[config.mk]
export PLATFORM = sky130hd
export DESIGN_NAME = ram_cmd_ctrl
export DESIGN_NICKNAME = d
export VERILOG_FILES = /design/src/rtl/ram_cmd_ctrl.sv
export SDC_FILE = /design/constraint.sdc
export NUM_CORES = 1
export LEC_CHECK = 0
export CAP_MARGIN = 20
export CORE_MARGIN = 3
export CORE_UTILIZATION = 40
export DETAILED_ROUTE_END_ITERATION = 6
export PLACE_DENSITY_LB_ADDON = 0.2
export SLEW_MARGIN = 20
export SYNTH_ARGS = -nofsm -noshare
export SYNTH_HDL_FRONTEND = slang
export SYNTH_SLANG_ARGS = --single-unit
[constraint.sdc]
create_clock -name clk -period 4.1 [get_ports clk]
set_clock_uncertainty 0.2 [all_clocks]
set_input_delay 0.41 -clock clk [delete_from_list [all_inputs] [get_ports clk]]
set_output_delay 0.41 -clock clk [all_outputs]
set_load 0.03 [all_outputs]
[src/rtl/ram_cmd_ctrl.sv]
// ---------------------------------------------------------------------------
// ram_cmd_ctrl
//
// Command sequencer in front of a single-port RAM. Read/write commands arrive
// over a valid/ready channel, one at a time, and are turned into RAM pin
// activity (en / wr_rd / addr / data_in). Read data is captured on the RAM's
// out_en pulse and returned over a valid/ready response channel. A read whose
// out_en never arrives is completed as an error response after TIMEOUT cycles.
// Completed writes and reads are counted in free-running 16-bit counters.
//
// Every output is a register. The FSM is written as a state register, a
// next-state process and an output process; the output process computes the
// value each output register takes on the next edge from the next state.
//
// Optional feature (compile-time macro RAM_CMD_CTRL_INIT_EN):
//   When defined, reset enters an INIT state that writes zero to every RAM
//   address, one per cycle, before the controller accepts commands. Init
//   writes are not counted in wr_cnt. When undefined, reset goes straight to
//   IDLE.
//
// Parameters:
//   DATA_WIDTH  RAM data word width
//   ADDR_WIDTH  RAM address width (depth 2**ADDR_WIDTH)
//   TIMEOUT     cycles waited for ram_out_en after a read issue (>= 2)
//
// Ports:
//   clk, rstn                clock (rising edge), synchronous active-low reset
//   cmd_valid / cmd_ready    command handshake
//   cmd_wr, cmd_addr,        command: 1 = write, 0 = read; address; write data
//   cmd_wdata
//   rsp_valid / rsp_ready    read-response handshake
//   rsp_data, rsp_err        read data (0 on error); timeout error flag
//   ram_en, ram_wr_rd,       RAM control / address / write-data pins
//   ram_addr, ram_wdata
//   ram_rdata, ram_out_en    RAM read data and its valid pulse
//   wr_cnt, rd_cnt           completed writes / completed reads (incl. errors)
// ---------------------------------------------------------------------------
module ram_cmd_ctrl #(
    parameter int DATA_WIDTH = 8,
    parameter int ADDR_WIDTH = 4,
    parameter int TIMEOUT    = 8
) (
    input  logic                  clk,
    input  logic                  rstn,

    input  logic                  cmd_valid,
    output logic                  cmd_ready,
    input  logic                  cmd_wr,
    input  logic [ADDR_WIDTH-1:0] cmd_addr,
    input  logic [DATA_WIDTH-1:0] cmd_wdata,

    output logic                  rsp_valid,
    input  logic                  rsp_ready,
    output logic [DATA_WIDTH-1:0] rsp_data,
    output logic                  rsp_err,

    output logic                  ram_en,
    output logic                  ram_wr_rd,
    output logic [ADDR_WIDTH-1:0] ram_addr,
    output logic [DATA_WIDTH-1:0] ram_wdata,
    input  logic [DATA_WIDTH-1:0] ram_rdata,
    input  logic                  ram_out_en,

    output logic [15:0]           wr_cnt,
    output logic [15:0]           rd_cnt
);

    // Timeout counter only has to reach TIMEOUT-1: the transition to RESP is
    // taken in the cycle the counter holds that value, giving TIMEOUT cycles
    // in RD_WAIT in total.
    localparam int              TW     = (TIMEOUT > 2) ? $clog2(TIMEOUT) : 1;
    localparam logic [TW-1:0]   T_LAST = TW'(TIMEOUT - 1);

`ifdef RAM_CMD_CTRL_INIT_EN
    typedef enum logic [2:0] {
        IDLE     = 3'd0,
        WRITE    = 3'd1,
        RD_ISSUE = 3'd2,
        RD_WAIT  = 3'd3,
        RESP     = 3'd4,
        GAP      = 3'd5,
        INIT     = 3'd6
    } state_t;
    localparam state_t RESET_STATE = INIT;
`else
    typedef enum logic [2:0] {
        IDLE     = 3'd0,
        WRITE    = 3'd1,
        RD_ISSUE = 3'd2,
        RD_WAIT  = 3'd3,
        RESP     = 3'd4,
        GAP      = 3'd5
    } state_t;
    localparam state_t RESET_STATE = IDLE;
`endif

    state_t                  state;
    state_t                  next_state;
    logic [TW-1:0]           tcnt;

    logic                    cmd_ready_nxt;
    logic                    rsp_valid_nxt;
    logic [DATA_WIDTH-1:0]   rsp_data_nxt;
    logic                    rsp_err_nxt;
    logic                    ram_en_nxt;
    logic                    ram_wr_rd_nxt;
    logic [ADDR_WIDTH-1:0]   ram_addr_nxt;
    logic [DATA_WIDTH-1:0]   ram_wdata_nxt;

    logic                    cmd_fire;
    logic                    rsp_fire;

    // Statistics counters wrap naturally at 0xFFFF.
    function automatic logic [15:0] wrap_inc(input logic [15:0] v);
        return v + 16'd1;
    endfunction

    // cmd_ready / rsp_valid are registered, so the handshakes use the
    // registered copies the outside world actually sees.
    assign cmd_fire = cmd_valid && cmd_ready;
    assign rsp_fire = rsp_valid && rsp_ready && (state == RESP);

    // ------------------------------------------------------------------
    // State register
    // ------------------------------------------------------------------
    always_ff @(posedge clk) begin
        if (!rstn) begin
            state <= RESET_STATE;
        end else begin
            state <= next_state;
        end
    end

    // ------------------------------------------------------------------
    // Next-state logic
    // ------------------------------------------------------------------
    always_comb begin
        next_state = state;
        case (state)
            IDLE: begin
                if (cmd_fire) begin
                    next_state = cmd_wr ? WRITE : RD_ISSUE;
                end
            end
            WRITE:    next_state = IDLE;
            RD_ISSUE: next_state = RD_WAIT;
            RD_WAIT: begin
                if (ram_out_en || (tcnt == T_LAST)) begin
                    next_state = RESP;
                end
            end
            RESP: begin
                if (rsp_fire) begin
                    next_state = GAP;
                end
            end
            GAP:      next_state = IDLE;
`ifdef RAM_CMD_CTRL_INIT_EN
            INIT: begin
                // ram_addr already shows the address being swept this cycle.
                if (ram_addr == {ADDR_WIDTH{1'b1}}) begin
                    next_state = IDLE;
                end
            end
`endif
            default:  next_state = IDLE;
        endcase
    end

    // ------------------------------------------------------------------
    // Output logic: value every output register takes on the next edge.
    // The RAM address/data registers double as the command latch, since the
    // command is captured on the same edge that enters WRITE / RD_ISSUE.
    // ------------------------------------------------------------------
    always_comb begin
        cmd_ready_nxt = 1'b0;
        rsp_valid_nxt = 1'b0;
        rsp_data_nxt  = rsp_data;
        rsp_err_nxt   = rsp_err;
        ram_en_nxt    = 1'b0;
        ram_wr_rd_nxt = ram_wr_rd;
        ram_addr_nxt  = ram_addr;
        ram_wdata_nxt = ram_wdata;

        case (next_state)
            IDLE: begin
                cmd_ready_nxt = 1'b1;
            end
            WRITE: begin
                ram_en_nxt    = 1'b1;
                ram_wr_rd_nxt = 1'b1;
                ram_addr_nxt  = cmd_addr;
                ram_wdata_nxt = cmd_wdata;
            end
            RD_ISSUE: begin
                ram_en_nxt    = 1'b1;
                ram_wr_rd_nxt = 1'b0;
                ram_addr_nxt  = cmd_addr;
            end
            RESP: begin
                rsp_valid_nxt = 1'b1;
                // Capture only on entry; while waiting for rsp_ready the
                // response is held.
                if (state == RD_WAIT) begin
                    rsp_data_nxt = ram_out_en ? ram_rdata : '0;
                    rsp_err_nxt  = !ram_out_en;
                end
            end
`ifdef RAM_CMD_CTRL_INIT_EN
            INIT: begin
                ram_en_nxt    = 1'b1;
                ram_wr_rd_nxt = 1'b1;
                ram_addr_nxt  = ram_addr + ADDR_WIDTH'(1);
                ram_wdata_nxt = '0;
            end
`endif
            default: begin
                // RD_WAIT and GAP: RAM idle, no handshake offered.
            end
        endcase
    end

    // ------------------------------------------------------------------
    // Output registers. Reset keeps ram_en high with a write of 0 to
    // address 0 so the RAM's own synchronous reset clear is enabled.
    // ------------------------------------------------------------------
    always_ff @(posedge clk) begin
        if (!rstn) begin
            cmd_ready <= 1'b0;
            rsp_valid <= 1'b0;
            rsp_data  <= '0;
            rsp_err   <= 1'b0;
            ram_en    <= 1'b1;
            ram_wr_rd <= 1'b1;
            ram_addr  <= '0;
            ram_wdata <= '0;
        end else begin
            cmd_ready <= cmd_ready_nxt;
            rsp_valid <= rsp_valid_nxt;
            rsp_data  <= rsp_data_nxt;
            rsp_err   <= rsp_err_nxt;
            ram_en    <= ram_en_nxt;
            ram_wr_rd <= ram_wr_rd_nxt;
            ram_addr  <= ram_addr_nxt;
            ram_wdata <= ram_wdata_nxt;
        end
    end

    // ------------------------------------------------------------------
    // Read-return timeout counter: zero outside RD_WAIT, so it starts from
    // zero on every entry.
    // ------------------------------------------------------------------
    always_ff @(posedge clk) begin
        if (!rstn || (state != RD_WAIT)) begin
            tcnt <= '0;
        end else begin
            tcnt <= tcnt + TW'(1);
        end
    end

    // ------------------------------------------------------------------
    // Statistics. A write completes in its single WRITE cycle; a read
    // (good or timed out) completes on the response handshake.
    // ------------------------------------------------------------------
    always_ff @(posedge clk) begin
        if (!rstn) begin
            wr_cnt <= '0;
            rd_cnt <= '0;
        end else begin
            if (state == WRITE) begin
                wr_cnt <= wrap_inc(wr_cnt);
            end
            if (rsp_fire) begin
                rd_cnt <= wrap_inc(rd_cnt);
            end
        end
    end

endmodule

### Word-level counts from Yosys, hierarchy flattened

Index checks and enable logic that the tools add are counted.

| storage, ports and cells | value |
|---|---|
| register bits after elaboration | 63 |
| latch bits | 0 |
| RAM bits | 0 |
| bits in read-only memories | 0 |
| bits of input ports | 26 |
| output and inout bits | 57 |
| word-level logic and storage cells | 46 |
| memories | 0 |

| cells by class | value |
|---|---|
| $add $sub $neg | 3 |
| multiply operators | 0 |
| divide/modulo/power cells | 0 |
| $lt $le $gt $ge | 0 |
| equality and inequality tests | 9 |
| shifts and indexed selects | 0 |
| mux-type cells | 10 |
| bitwise gates (word level) | 0 |
| reduce and logical (&&, ||, !) cells | 12 |

Operators by type and width:

| kind | count |
|---|---|
| 16-bit by 1-bit adder with 16-bit output (second input constant) | 2 |
| 3-bit one-hot mux with 4 select lines | 1 |
| 3-bit by 2-bit equality test with 1-bit output (second input constant) | 3 |
| 3-bit equality test (second input constant) | 3 |
| 3-bit two-way mux | 3 |
| 8-bit two-way mux | 1 |
| 3-bit by 1-bit equality test with 1-bit output (second input constant) | 2 |
| 3-bit logical NOT | 2 |
| 3-bit by 1-bit adder with 3-bit output (second input constant) | 1 |
| 1-bit logical AND | 3 |
| 1-bit two-way mux | 3 |
| 3-bit by 2-bit inequality test with 1-bit output (second input constant) | 1 |
| 1-bit logical NOT | 2 |
| 1-bit logical OR | 2 |
| 2-bit two-way mux | 1 |
| 1-bit one-hot mux with 2 select lines | 1 |
| 2-bit AND reduction | 1 |
| 2-bit nonzero test | 1 |
| 2-bit OR reduction | 1 |

### Logic depth before layout (Yosys ltp)

Gate-level depths: netlist of run 1.

| depth | value |
|---|---|
| depth after elaboration | 7 |
| mapped depth | 7 |
| mapped depth without buffers | 5 |

### Worst setup path before layout of run 1

Ideal clock, no wire load.

| path | value |
|---|---|
| path type | reg2reg |
| start point | reg state[0] |
| end point | reg rd_cnt[15] |
| library setup time | 70 ps |
| arrival time | 2027 ps |
| required time | 3830 ps |
| slack | 1802 ps |
| cell stages (with the launch flop) | 8 |
| path buffers | 3 |
| clock period less this slack | 2298 ps |
| cells stage by stage | dfxtp_1 buf_6 or3b_1 buf_2 or3_1 buf_2 or4_1 a21oi_1 |

| between the ends | value |
|---|---|
| word-level cells in the longest chain between the ends | 2 |

RTL lines:

| what | RTL line | source |
|---|---|---|
| from (decl) | 97 | `state_t state;` |
| from (signal assigned) | 130 | `state <= next_state;` |
| 3-bit equality test | 121 | `assign rsp_fire = rsp_valid && rsp_ready && (state == RESP);` |
| 1-bit logical AND | 121 |  |
| to (signal assigned) | 274 | `rd_cnt <= wrap_inc(rd_cnt);` |
| to (decl) | 65 | `output logic [15:0] rd_cnt` |

No other way between the ends.
A chain may end at the register's enable or synchronous reset.

### Final worst setup path of run 1

Ends and elaborated chain as after synthesis.

==> results of run 1 <==
cells by family (layout without fill, tap and decap cells):
logic type / after synthesis / count (layout)
compound gates: 47 / 47
xor+xnor: 18 / 18
fa+ha+maj: 4 / 4
buf+inv: 23 / 103
flops: 63 / 63
mux: 6 / 6
simple gates: 135 / 135
through the flow:
step                      utilization, %  area (um^2)
after floorplan                        -         2581
after global placement             56.20         3426
after detailed placement           56.20         3426
after CTS                          58.89         3590
after global routing               58.89         3590
final                              58.89         3590
flip-flops by register name (all words and copies together), names as in the netlist:
| signal | cells |
|---|---|
| tcnt | 3 |
| rd_cnt | 16 |
| ram_addr | 4 |
| rsp_valid | 1 |
| ram_en | 1 |
| cmd_ready | 1 |
| rsp_data | 8 |
| wr_cnt | 16 |
| rsp_err | 1 |
| ram_wdata | 8 |
| ram_wr_rd | 1 |
| state | 3 |
layout make-up:
class	count	share of cell area, %
multi-input combinational	210	34.09
tap	75	2.614
inverter	7	0.7320
timing repair buffer	82	22.87
sequential	63	35.13
clock buffer	13	4.427
clock inverter	1	0.1394
power by group through the flow:
stage	clock [uW]	combinational [uW]	sequential (uW)
finish	459	97.7	630
global route	501	106	631
CTS	471	99.2	630
detailed placement	0	98.6	643
global placement	0	98.8	643
floorplan	0	37.1	658
final timing paths:
path	from	endpoint	slack, ns	depth (start not counted)
setup / recovery	state[0]	rd_cnt[15]	1.60	4
hold reg to reg	tcnt[0]	tcnt[0]	0.22	1
setup reg to reg	state[0]	rd_cnt[15]	1.60	4
hold / removal	tcnt[0]	tcnt[0]	0.22	1
cells in the final DEF (no fill, tap or decap):
cell type / instances
sky130_fd_sc_hd__and3_1: 3
sky130_fd_sc_hd__inv_2: 1
sky130_fd_sc_hd__a311oi_1: 1
sky130_fd_sc_hd__o211ai_1: 2
sky130_fd_sc_hd__nand4bb_1: 1
sky130_fd_sc_hd__nor4_1: 5
sky130_fd_sc_hd__nand3_1: 24
sky130_fd_sc_hd__nand4_1: 14
sky130_fd_sc_hd__clkdlybuf4s50_1: 82
sky130_fd_sc_hd__nand2b_1: 4
sky130_fd_sc_hd__clkinv_2: 1
sky130_fd_sc_hd__or3_1: 6
sky130_fd_sc_hd__clkbuf_1: 2
sky130_fd_sc_hd__o21ai_0: 7
sky130_fd_sc_hd__xor2_1: 6
sky130_fd_sc_hd__nor3b_1: 2
sky130_fd_sc_hd__xnor2_1: 12
sky130_fd_sc_hd__nor3_1: 5
sky130_fd_sc_hd__o31ai_1: 5
sky130_fd_sc_hd__nor4b_1: 2
sky130_fd_sc_hd__a21oi_1: 32
sky130_fd_sc_hd__or4_1: 5
sky130_fd_sc_hd__and2_1: 1
sky130_fd_sc_hd__nor2_1: 26
sky130_fd_sc_hd__clkbuf_8: 11
sky130_fd_sc_hd__or3b_1: 2
sky130_fd_sc_hd__mux2i_1: 6
sky130_fd_sc_hd__or2_2: 1
sky130_fd_sc_hd__ha_1: 4
sky130_fd_sc_hd__nand2_1: 29
sky130_fd_sc_hd__and4_1: 2
sky130_fd_sc_hd__dfxtp_1: 63
sky130_fd_sc_hd__nor2b_1: 3
sky130_fd_sc_hd__inv_1: 6
routing by layer:
layer  routed length [um]  vias up  track usage [%]
met5                    0        -                0
met4                  107        0            7.224
met3                  553       10            7.414
met2                 2587       69            25.03
met1                 2689     1067            21.09
li1                     -     1198                -
critical path, cell delays in order (launching register included):
cell and delay (ns):
sky130_fd_sc_hd__dfxtp_1 0.48, sky130_fd_sc_hd__or3b_1 0.53, sky130_fd_sc_hd__or3_1 0.53, sky130_fd_sc_hd__or4_1 0.53, sky130_fd_sc_hd__a21oi_1 0.15
==> out/metrics.json, run 1 <==
{
  "drive_gt1_share": {"value": 3.723, "unit": "%"},
  "synth_top_family_by_area": {"value": "simple AND/OR/NAND/NOR gates"},
  "pin_count_of_the_biggest_net_entering_global_routing": {"value": 55},
  "power.share.sequential": {"value": 53.1, "unit": "%"},
  "synth_top_area_share": {"value": 48.86, "unit": "%"},
  "yosys_register_bits": {"value": 63},
  "synth_flop_cell": {"value": "sky130_fd_sc_hd__dfxtp_1"},
  "timing.setup.critical_path_class": {"value": "flip-flop to flip-flop"},
  "synth_commonest_cells": {"value": "63 x sky130_fd_sc_hd__dfxtp_1, 32 x sky130_fd_sc_hd__a21oi_1, 29 x sky130_fd_sc_hd__nand2_1"},
  "power_switching_share": {"value": 23.06, "unit": "%"},
  "switching_power": {"value": 273.6, "unit": "uW"},
  "via_count_of_the_first_global_routing_pass": {"value": 2158},
  "post_drt_wl_per_cell": {"value": 13.16, "unit": "um"},
  "peakVddDrop": {"value": 0.2158, "unit": "mV"},
  "dp.cells": {"value": 437},
  "fp.dieArea": {"value": 7453, "unit": "um^2"},
  "layoutNonFillerInstCount": {"value": 451},
  "netlist.top_cell.by_area": {"value": "sky130_fd_sc_hd__dfxtp_1"},
  "finalWirelength": {"value": 5937, "unit": "um"},
  "finalWeightedCongestion": {"value": 0.7297},
  "worstPathRequired": {"value": 4.16, "unit": "ns"},
  "worst_hold_path_type": {"value": "flip-flop to flip-flop"},
  "grt_overflow_total": {"value": 0},
  "crit_path_max_fanout": {"value": 18},
  "dp.final_hpwl": {"value": 4241, "unit": "um"},
  "vias": {"value": 2344},
  "seqCellArea": {"value": 1261, "unit": "um^2"},
  "maxClockFrequency": {"value": 400.5, "unit": "MHz"},
  "period_needed": {"value": 2.497, "unit": "ns"},
  "dpl_worst_slack": {"value": 1.609, "unit": "ns"},
  "clock_insertion_delay_at_the_later_pin_of_the_skew_report": {"value": 0.33, "unit": "ns"},
  "final_critical_path_setup_slack": {"value": 1.603, "unit": "ns"},
  "row_count": {"value": 28},
  "tot_pwr": {"value": 1186, "unit": "uW"},
  "drt_drc_violations_left": {"value": 0},
  "async_reset_ff_share": {"value": 0, "unit": "%"},
  "multiInputGateArea": {"value": 1224, "unit": "um^2"},
  "rsz0062_at_grt": {"value": "false"},
  "power_frac_comb": {"value": 8.2, "unit": "%"},
  "post_synth_num_cell_types": {"value": 34},
  "synthesis.area_per_instance": {"value": 8.720, "unit": "um^2"},
  "internal_power": {"value": 912.9, "unit": "uW"},
  "clockPowerShare": {"value": 38.7, "unit": "%"},
  "nets": {"value": 403},
  "tritoncts": {"value": "yes"},
  "core_area": {"value": 6096, "unit": "um^2"},
  "die-height": {"value": 86.33, "unit": "um"},
  "cts_resized": {"value": 0},
  "detailedRoute.firstPassIterationCount": {"value": 4},
  "critPathLaunchType": {"value": "flip-flop"},
  "setup_viol_count_final": {"value": 0},
  "grt_use_total": {"value": 16.81, "unit": "%"},
  "synth-compound-area-share": {"value": 9.937, "unit": "%"},
  "fraction_of_the_mapped_netlist_area_in_simple_logic_gates": {"value": 27.10, "unit": "%"},
  "fp.dieW": {"value": 86.33, "unit": "um"},
  "mappedNetlistNets": {"value": 326},
  "route.detailed.vias_per_inst": {"value": 5.197},
  "n_fill_cell": {"value": 567},
  "tightestPinTransition": {"value": 0.9065, "unit": "ns"},
  "max_slew_margin": {"value": 39.44, "unit": "%"},
  "crit_path_end_kind": {"value": "flip-flop"},
  "synth_xor_xnor_area_share": {"value": 6.108, "unit": "%"},
  "layout-area-overhead-vs-synth": {"value": 39.07, "unit": "%"},
  "antenna_found_initial": {"value": 0},
  "number_of_buffers_inserted_for_hold_repair_after_clock_tree_synthesis": {"value": 0},
  "synth.mux.area_fraction": {"value": 2.327, "unit": "%"},
  "timing.setup.tns": {"value": 0, "unit": "ns"},
  "postSynthCellCount": {"value": 296},
  "detail_route.iter0.violations": {"value": 79},
  "outcome": {"value": "finished, final reports clean"},
  "worst_setup_hold_path_clk_slew": {"value": 0.06, "unit": "ns"},
  "synth-edff-count": {"value": 0},
  "synthesis.yosys.warnings": {"value": 0},
  "synth.cell_area": {"value": 2581, "unit": "um^2"},
  "timing.hold.ws": {"value": 0.2247, "unit": "ns"},
  "grt_first_pass_wirelength": {"value": 9970, "unit": "um"},
  "antenna_cells_inserted": {"value": 0},
  "cellPowerDensity": {"value": 330.5, "unit": "nW/um^2"},
  "post-synth-top-count-cell": {"value": "sky130_fd_sc_hd__dfxtp_1"},
  "floorplan.initialDensity": {"value": 42.34, "unit": "%"},
  "synth_fa_ha_area_share": {"value": 1.939, "unit": "%"},
  "numPortBuffers": {"value": 82},
  "seq_area_frac_synth": {"value": 48.86, "unit": "%"},
  "power.static_leakage": {"value": 0.001192, "unit": "uW"},
  "fin_crit_sh": {"value": 60.90, "unit": "%"},
  "post-cts-setup-buffer-count": {"value": 0},
  "number_of_buffers_inserted_during_clock_tree_synthesis": {"value": 9},
  "timing.final.hold_violations": {"value": 0},
  "arrival_time_worst_endpoint": {"value": 2.55, "unit": "ns"},
  "cap_viol_max_count": {"value": 0},
  "slew_viol_final": {"value": 0},
  "cts_root_cell": {"value": "sky130_fd_sc_hd__clkbuf_8"},
  "buffers_from_clock_root_to_sink_at_most": {"value": 2},
  "cts.htree.levels": {"value": 3},
  "post_synth_main_area_contributors": {"value": "sky130_fd_sc_hd__dfxtp_1 49%, sky130_fd_sc_hd__a21oi_1 6.2%, sky130_fd_sc_hd__nand3_1 4.7%"},
  "ant_nets": {"value": 0},
  "cts.sinks": {"value": 63},
  "top_level_ports": {"value": 83}
}
No activity file was read; power rests on OpenSTA's default activity.
==> run 2, diff against run 1 <==
Clock period 4.1 ns to 2.4 ns, I/O delays scaled along.
==> run 2 against run 1 <==
  * Cell count increased by 3.3%
  * Clock-buffer cell count decreased by 3
  * Clock power increased by 120%
==> out/metrics.json, run 2 (synthesis results as in run 1) <==
{
  "peakVddDrop": {"value": 0.3563, "unit": "mV", "change": "+65%"},
  "rsz0062_at_grt": {"value": "false"},
  "post-cts-setup-buffer-count": {"value": 0, "change": "unchanged"},
  "critPathLaunchType": {"value": "flip-flop"},
  "post_drt_wl_per_cell": {"value": 13.42, "unit": "um", "change": "+2.0%"},
  "grt_use_met2": {"value": 26.91, "unit": "%", "change": "+1.9 points"},
  "cts.htree.levels": {"value": 3, "change": "unchanged"},
  "worstPathRequired": {"value": 2.46, "unit": "ns", "change": "-1.70 ns"},
  "clock_insertion_delay_at_the_later_pin_of_the_skew_report": {"value": 0.33, "unit": "ns", "change": "about the same"},
  "die-height": {"value": 86.33, "unit": "um", "change": "unchanged"},
  "drive_gt1_share": {"value": 7.673, "unit": "%", "change": "+3.9 points"},
  "number_of_buffers_inserted_for_hold_repair_after_clock_tree_synthesis": {"value": 0, "change": "unchanged"},
  "maxClockFrequency": {"value": 452.4, "unit": "MHz", "change": "+13%"},
  "slowest_cell_on_the_critical_path": {"value": "sky130_fd_sc_hd__or3_1"},
  "grt_overflow_total": {"value": 0, "change": "unchanged"},
  "via_count_of_the_first_global_routing_pass": {"value": 2273, "change": "+5.3%"},
  "cts_resized": {"value": 0, "change": "unchanged"},
  "floorplan.initialDensity": {"value": 42.34, "unit": "%", "change": "unchanged"},
  "worst_path_most_repeated_cell": {"value": "sky130_fd_sc_hd__or3_1"},
  "number_of_buffers_inserted_during_clock_tree_synthesis": {"value": 9, "change": "unchanged"},
  "worst_hold_path_type": {"value": "flip-flop to flip-flop"},
  "crit_chain": {"value": "or3b_1 -> or3_1 -> buf_4 -> or3_1 -> a21oi_1"},
  "route.detailed.vias_per_inst": {"value": 5.157, "change": "-0.78%"},
  "n_fill_cell": {"value": 563, "change": "-0.71%"},
  "timing.setup.tns": {"value": 0, "unit": "ns", "change": "unchanged"},
  "finalWeightedCongestion": {"value": 0.7443, "change": "+2.0%"},
  "power.static_leakage": {"value": 0.001277, "unit": "uW", "change": "+7.1%"},
  "critPathMaxStageDelay": {"value": 0.48, "unit": "ns", "change": "-0.05 ns"},
  "detailedRoute.firstPassIterationCount": {"value": 4, "change": "unchanged"},
  "multiInputGateArea": {"value": 1224, "unit": "um^2", "change": "unchanged"},
  "detail_route.iter0.violations": {"value": 105, "change": "+33%"},
  "dp.cells": {"value": 450, "change": "+3.0%"},
  "dp.final_hpwl": {"value": 4439, "unit": "um", "change": "+4.7%"},
  "crit_path_max_fanout": {"value": 7, "change": "-11"},
  "finalWirelength": {"value": 6255, "unit": "um", "change": "+5.4%"},
  "top_level_ports": {"value": 83, "change": "unchanged"},
  "grt_use_total": {"value": 17.61, "unit": "%", "change": "+0.80 points"},
  "arrival_time_worst_endpoint": {"value": 2.27, "unit": "ns", "change": "-0.28 ns"},
  "grt_first_pass_wirelength": {"value": 10530, "unit": "um", "change": "+5.6%"},
  "max_slew_margin": {"value": 62.88, "unit": "%", "change": "+23 points"},
  "buffers_from_clock_root_to_sink_at_most": {"value": 2, "change": "unchanged"},
  "period_needed": {"value": 2.210, "unit": "ns", "change": "-0.2864 ns"},
  "slew_viol_final": {"value": 0, "change": "unchanged"},
  "cts.sinks": {"value": 63, "change": "unchanged"},
  "met1_usage": {"value": 22.35, "unit": "%", "change": "+1.3 points"},
  "core_area": {"value": 6096, "unit": "um^2", "change": "unchanged"},
  "layoutNonFillerInstCount": {"value": 466, "change": "+3.3%"},
  "timing.setup.critical_path_class": {"value": "flip-flop to flip-flop"},
  "grt_most_used_layer": {"value": "met2"},
  "reg.largest.list": {"value": "rd_cnt: 16 flops, wr_cnt: 16 flops"},
  "nets": {"value": 416, "change": "+3.2%"},
  "seqCellArea": {"value": 1261, "unit": "um^2", "change": "unchanged"},
  "tightestPinTransition": {"value": 0.5543, "unit": "ns", "change": "-0.3522 ns"},
  "ant_nets": {"value": 0, "change": "unchanged"},
  "outcome": {"value": "finished, final reports clean"},
  "tritoncts": {"value": "yes"},
  "cap_viol_max_count": {"value": 0, "change": "unchanged"},
  "most-common-layout-cells": {"value": "82 x sky130_fd_sc_hd__clkdlybuf4s50_1, 63 x sky130_fd_sc_hd__dfxtp_1, 32 x sky130_fd_sc_hd__a21oi_1"},
  "most_frequent_standard_cell_in_the_layout_excluding_fill_and_tap_cells": {"value": "sky130_fd_sc_hd__clkdlybuf4s50_1"},
  "row_count": {"value": 28, "change": "unchanged"},
  "crit_path_end_kind": {"value": "flip-flop"},
  "pin_count_of_the_biggest_net_entering_global_routing": {"value": 23, "change": "-58%"},
  "fp.dieW": {"value": 86.33, "unit": "um", "change": "unchanged"},
  "met3_track_utilization_from_global_routing": {"value": 5.608, "unit": "%", "change": "-1.8 points"},
  "cts_root_cell": {"value": "sky130_fd_sc_hd__clkbuf_8"},
  "setup_viol_count_final": {"value": 0, "change": "unchanged"},
  "numPortBuffers": {"value": 82, "change": "unchanged"},
  "worst_setup_hold_path_clk_slew": {"value": 0.07, "unit": "ns", "change": "about the same"},
  "fin_crit_sh": {"value": 92.10, "unit": "%", "change": "+31 points"},
  "vias": {"value": 2403, "change": "+2.5%"},
  "cellPowerDensity": {"value": 601.0, "unit": "nW/um^2", "change": "+82%"},
  "antenna_cells_inserted": {"value": 0, "change": "unchanged"},
  "antenna_found_initial": {"value": 0, "change": "unchanged"},
  "timing.final.hold_violations": {"value": 0, "change": "unchanged"},
  "layout-area-overhead-vs-synth": {"value": 45.23, "unit": "%"},
  "drt_drc_violations_left": {"value": 0, "change": "unchanged"},
  "fp.dieArea": {"value": 7453, "unit": "um^2", "change": "unchanged"}
}
run 2: cell types whose count changed in the layout (fill, tap and decap cells not counted), sizes merged:
cell      change
clkinvlp      +2
clkinv        +1
clkbuf        -3
bufinv        +2
buf          +13
run 2: through the flow:
step	worst slack, ns	hold WS, ns	power, uW	area, um^2	utilization (%)
3_5_place_dp	0.2075	0.2153	1281	3536	58.00
3_3_place_gp	0.2322	0.2097	1280	3536	58.00
6_report	0.1895	0.2181	2253	3749	61.49
2_1_floorplan	0.1024	0.1873	1187	2581	-
4_1_cts	0.1817	0.2258	2281	3749	61.49
5_1_grt	0.09311	0.2553	2344	3749	61.49
run 2: worst max-delay path: cells and delay by family, from the launching register on:
family,cells,cell delay (ns)
AOI/OAI and AO/OA,1,0.15
buffers and inverters,1,0.19
DFF,1,0.41
and+or+nand+nor,3,1.19
run 2: layer usage:
layer,routed length [um],up-vias
met5,0,-
met4,123,0
met3,484,9
met2,2798,75
met1,2848,1091
li1,-,1228
run 2: worst paths after layout:
kind                  from         to  slack, ns  cells after the start
setup / recovery  state[2]  rd_cnt[9]       0.19                      5
hold / removal     tcnt[0]    tcnt[0]       0.22                      1
setup reg to reg  state[2]  rd_cnt[9]       0.19                      5
hold reg to reg    tcnt[0]    tcnt[0]       0.22                      1
run 2: cell type report:
type / count / share of cell area (%)
Inverter: 7 / 0.7009
Tap cell: 75 / 2.503
Multi-Input combinational cell: 210 / 32.64
Clock inverter: 6 / 2.270
Clock buffer: 10 / 3.405
Sequential cell: 63 / 33.64
Timing Repair Buffer: 95 / 24.83
run 2: power by group:
group	total, uW	internal (uW)	leakage [uW]	switching [uW]
registers	1070	1060	0.000509	10.2
clock network	996	581	0.000102	415
logic	184	88.7	0.000666	95.7
total	2250	1730	0.00128	521
==> run 3, diff against run 2 <==
Settings changed: REMOVE_ABC_BUFFERS set to 1.
==> run 3 against run 2 <==
  * Critical endpoint is now rd_cnt[15]
  * Die area unchanged
  * Cell area down 0.97%
  * Setup slack worse by 0.050 ns
  * First-iteration DRC count decreased by 40%
  * Largest cell class unchanged
  * Sequential share of layout area grew 0.33 points
  * Combinational power about the same
  * Clock power is 17% lower
  * Largest power group unchanged
==> out/metrics.json, run 3 (synthesis results as in run 1) <==
{
  "dpl_cell_area": {"value": 3536, "unit": "um^2", "change": "unchanged"},
  "min_path_cells": {"value": 1, "change": "unchanged"},
  "arrival_time_worst_endpoint": {"value": 2.33, "unit": "ns", "change": "+0.06 ns"},
  "post_drt_wl_per_cell": {"value": 13.72, "unit": "um", "change": "+2.2%"},
  "fp.dieW": {"value": 86.33, "unit": "um", "change": "unchanged"},
  "grt_use_total": {"value": 18.06, "unit": "%", "change": "+0.46 points"},
  "drive_gt1_share": {"value": 7.417, "unit": "%", "change": "-0.26 points"},
  "maxClockFrequency": {"value": 442.4, "unit": "MHz", "change": "-2.2%"},
  "design_area": {"value": 3712, "unit": "um^2", "change": "-0.97%"},
  "hold_path.startpoint": {"value": "tcnt[0]"},
  "finalWirelength": {"value": 6393, "unit": "um", "change": "+2.2%"},
  "via_count_of_the_first_global_routing_pass": {"value": 2413, "change": "+6.2%"},
  "rsz0062_at_grt": {"value": "false"},
  "finalWeightedCongestion": {"value": 0.7450, "change": "about the same"},
  "nets": {"value": 416, "change": "unchanged"},
  "die-height": {"value": 86.33, "unit": "um", "change": "unchanged"},
  "fp.dieArea": {"value": 7453, "unit": "um^2", "change": "unchanged"},
  "tot_pwr": {"value": 2084, "unit": "uW", "change": "-7.5%"},
  "cellPowerDensity": {"value": 561.5, "unit": "nW/um^2", "change": "-6.6%"},
  "crit_path_end_kind": {"value": "flip-flop"},
  "ant_nets": {"value": 0, "change": "unchanged"},
  "critPathLaunchType": {"value": "flip-flop"},
  "r2r_end": {"value": "rd_cnt[15]"},
  "max_slew_margin": {"value": 59.30, "unit": "%", "change": "-3.6 points"},
  "grt_overflow_total": {"value": 0, "change": "unchanged"},
  "post-cts-setup-buffer-count": {"value": 0, "change": "unchanged"},
  "worstPathRequired": {"value": 2.47, "unit": "ns", "change": "about the same"},
  "peakVddDrop": {"value": 0.3680, "unit": "mV", "change": "+3.3%"},
  "numPortBuffers": {"value": 82, "change": "unchanged"},
  "timing.setup.tns": {"value": 0, "unit": "ns", "change": "unchanged"},
  "pin_count_of_the_biggest_net_entering_global_routing": {"value": 25, "change": "+8.7%"},
  "layout-area-overhead-vs-synth": {"value": 43.82, "unit": "%"},
  "detail_route.iter0.violations": {"value": 63, "change": "-40%"},
  "power.static_leakage": {"value": 0.001264, "unit": "uW", "change": "-1.0%"},
  "tightestPinTransition": {"value": 0.6049, "unit": "ns", "change": "+0.05063 ns"},
  "drt_drc_violations_left": {"value": 0, "change": "unchanged"},
  "min_delay_worst_endpoint": {"value": "tcnt[0]"},
  "most-common-layout-cells": {"value": "82 x sky130_fd_sc_hd__clkdlybuf4s50_1, 63 x sky130_fd_sc_hd__dfxtp_1, 32 x sky130_fd_sc_hd__a21oi_1"},
  "worst_setup_hold_path_clk_slew": {"value": 0.07, "unit": "ns", "change": "about the same"},
  "critPathMaxStageDelay": {"value": 0.55, "unit": "ns", "change": "+0.07 ns"},
  "outcome": {"value": "finished, final reports clean"},
  "r2r_slack": {"value": 0.14, "unit": "ns", "change": "-0.05 ns"},
  "floorplan.initialDensity": {"value": 42.34, "unit": "%", "change": "unchanged"},
  "slowest_cell_on_the_critical_path": {"value": "sky130_fd_sc_hd__or4_1"},
  "detailedRoute.firstPassIterationCount": {"value": 4, "change": "unchanged"},
  "most_frequent_standard_cell_in_the_layout_excluding_fill_and_tap_cells": {"value": "sky130_fd_sc_hd__clkdlybuf4s50_1"},
  "timing.hold.ws": {"value": 0.2433, "unit": "ns", "change": "+0.02521 ns"},
  "reg2reg_depth": {"value": 4, "change": "-1"},
  "cap_viol_max_count": {"value": 0, "change": "unchanged"},
  "timing.setup.critical_path_class": {"value": "flip-flop to flip-flop"},
  "tritoncts": {"value": "yes"},
  "crit_path_max_fanout": {"value": 9, "change": "+2"},
  "antenna_found_initial": {"value": 0, "change": "unchanged"},
  "core_area": {"value": 6096, "unit": "um^2", "change": "unchanged"},
  "dp.final_hpwl": {"value": 4555, "unit": "um", "change": "+2.6%"},
  "timing.rr.start": {"value": "state[2]"},
  "period_needed": {"value": 2.260, "unit": "ns", "change": "+0.04975 ns"},
  "number_of_buffers_inserted_for_hold_repair_after_clock_tree_synthesis": {"value": 0, "change": "unchanged"},
  "cts.sinks": {"value": 63, "change": "unchanged"},
  "row_count": {"value": 28, "change": "unchanged"},
  "grt_first_pass_wirelength": {"value": 10940, "unit": "um", "change": "+3.9%"},
  "vias": {"value": 2403, "change": "unchanged"},
  "crit_start": {"value": "state[2]"},
  "cts.htree.levels": {"value": 3, "change": "unchanged"},
  "number_of_buffers_inserted_during_clock_tree_synthesis": {"value": 9, "change": "unchanged"},
  "reg.largest.list": {"value": "rd_cnt: 16 flops, wr_cnt: 16 flops"},
  "setup_viol_count_final": {"value": 0, "change": "unchanged"},
  "slew_viol_final": {"value": 0, "change": "unchanged"},
  "antenna_cells_inserted": {"value": 0, "change": "unchanged"},
  "crit_chain": {"value": "or3b_1 -> or3_1 -> or4_1 -> a21oi_1"},
  "cts_resized": {"value": 0, "change": "unchanged"},
  "buffers_from_clock_root_to_sink_at_most": {"value": 2, "change": "unchanged"},
  "timing.final.hold_violations": {"value": 0, "change": "unchanged"},
  "route.detailed.vias_per_inst": {"value": 5.157, "change": "unchanged"},
  "top_level_ports": {"value": 83, "change": "unchanged"},
  "clock_insertion_delay_at_the_later_pin_of_the_skew_report": {"value": 0.33, "unit": "ns", "change": "about the same"},
  "worst_hold_path_type": {"value": "flip-flop to flip-flop"},
  "cts_root_cell": {"value": "sky130_fd_sc_hd__clkbuf_8"},
  "fin_crit_sh": {"value": 94.18, "unit": "%", "change": "+2.1 points"}
}
[run 3: final cells by class]
type                       instances  area (um^2)
timing repair buffer              95        930.9
tap                               75        93.84
fill                             553         2384
sequential                        63         1261
inverter                           7        26.28
clock inverter                     3        17.52
clock buffer                      13        158.9
multi-input combinational        210         1224
[run 3: report_power, final]
group	internal (uW)	switching, uW	leakage, uW
registers	1060	9.89	0.000509
logic	91.0	96.1	0.000666
clock network	429	397	0.0000894
[run 3: worst max-delay path: cells and delay by family, from the launching register on]
kind | cells | cell delay (ns)
AOI/OAI and AO/OA | 1 | 0.15
and+or+nand+nor | 3 | 1.43
DFF | 1 | 0.42
[run 3: worst max-delay path by stage]
| stage | cells past startpoint | slack [ns] | to |
|---|---|---|---|
| 4_1_cts | 4 | 0.14 | rd_cnt[15] |
| 5_1_grt | 4 | 0.008 | rd_cnt[13] |
| 2_1_floorplan | 4 | 0.10 | rd_cnt[15] |
| 3_5_place_dp | 4 | 0.16 | rd_cnt[15] |
| 6_report | 4 | 0.14 | rd_cnt[15] |
| 3_3_place_gp | 5 | 0.20 | rd_cnt[13] |
[run 3: metal layers]
| metal | track usage [%] | share of wire (%) |
|---|---|---|
| met1 | 21.44 | 43 |
| met3 | 8.270 | 7.9 |
| met2 | 29.69 | 49 |
| met5 | 0 | 0 |
| met4 | 4.533 | 0.20 |
[run 3: metrics by stage]
stage | cells | util (%) | worst slack (ns)
2_1_floorplan | 280 | - | 0.1015
3_3_place_gp | 450 | 58.00 | 0.1991
3_5_place_dp | 450 | 58.00 | 0.1629
4_1_cts | 466 | 60.90 | 0.1364
5_1_grt | 466 | 60.90 | 0.008090
6_report | 466 | 60.90 | 0.1398
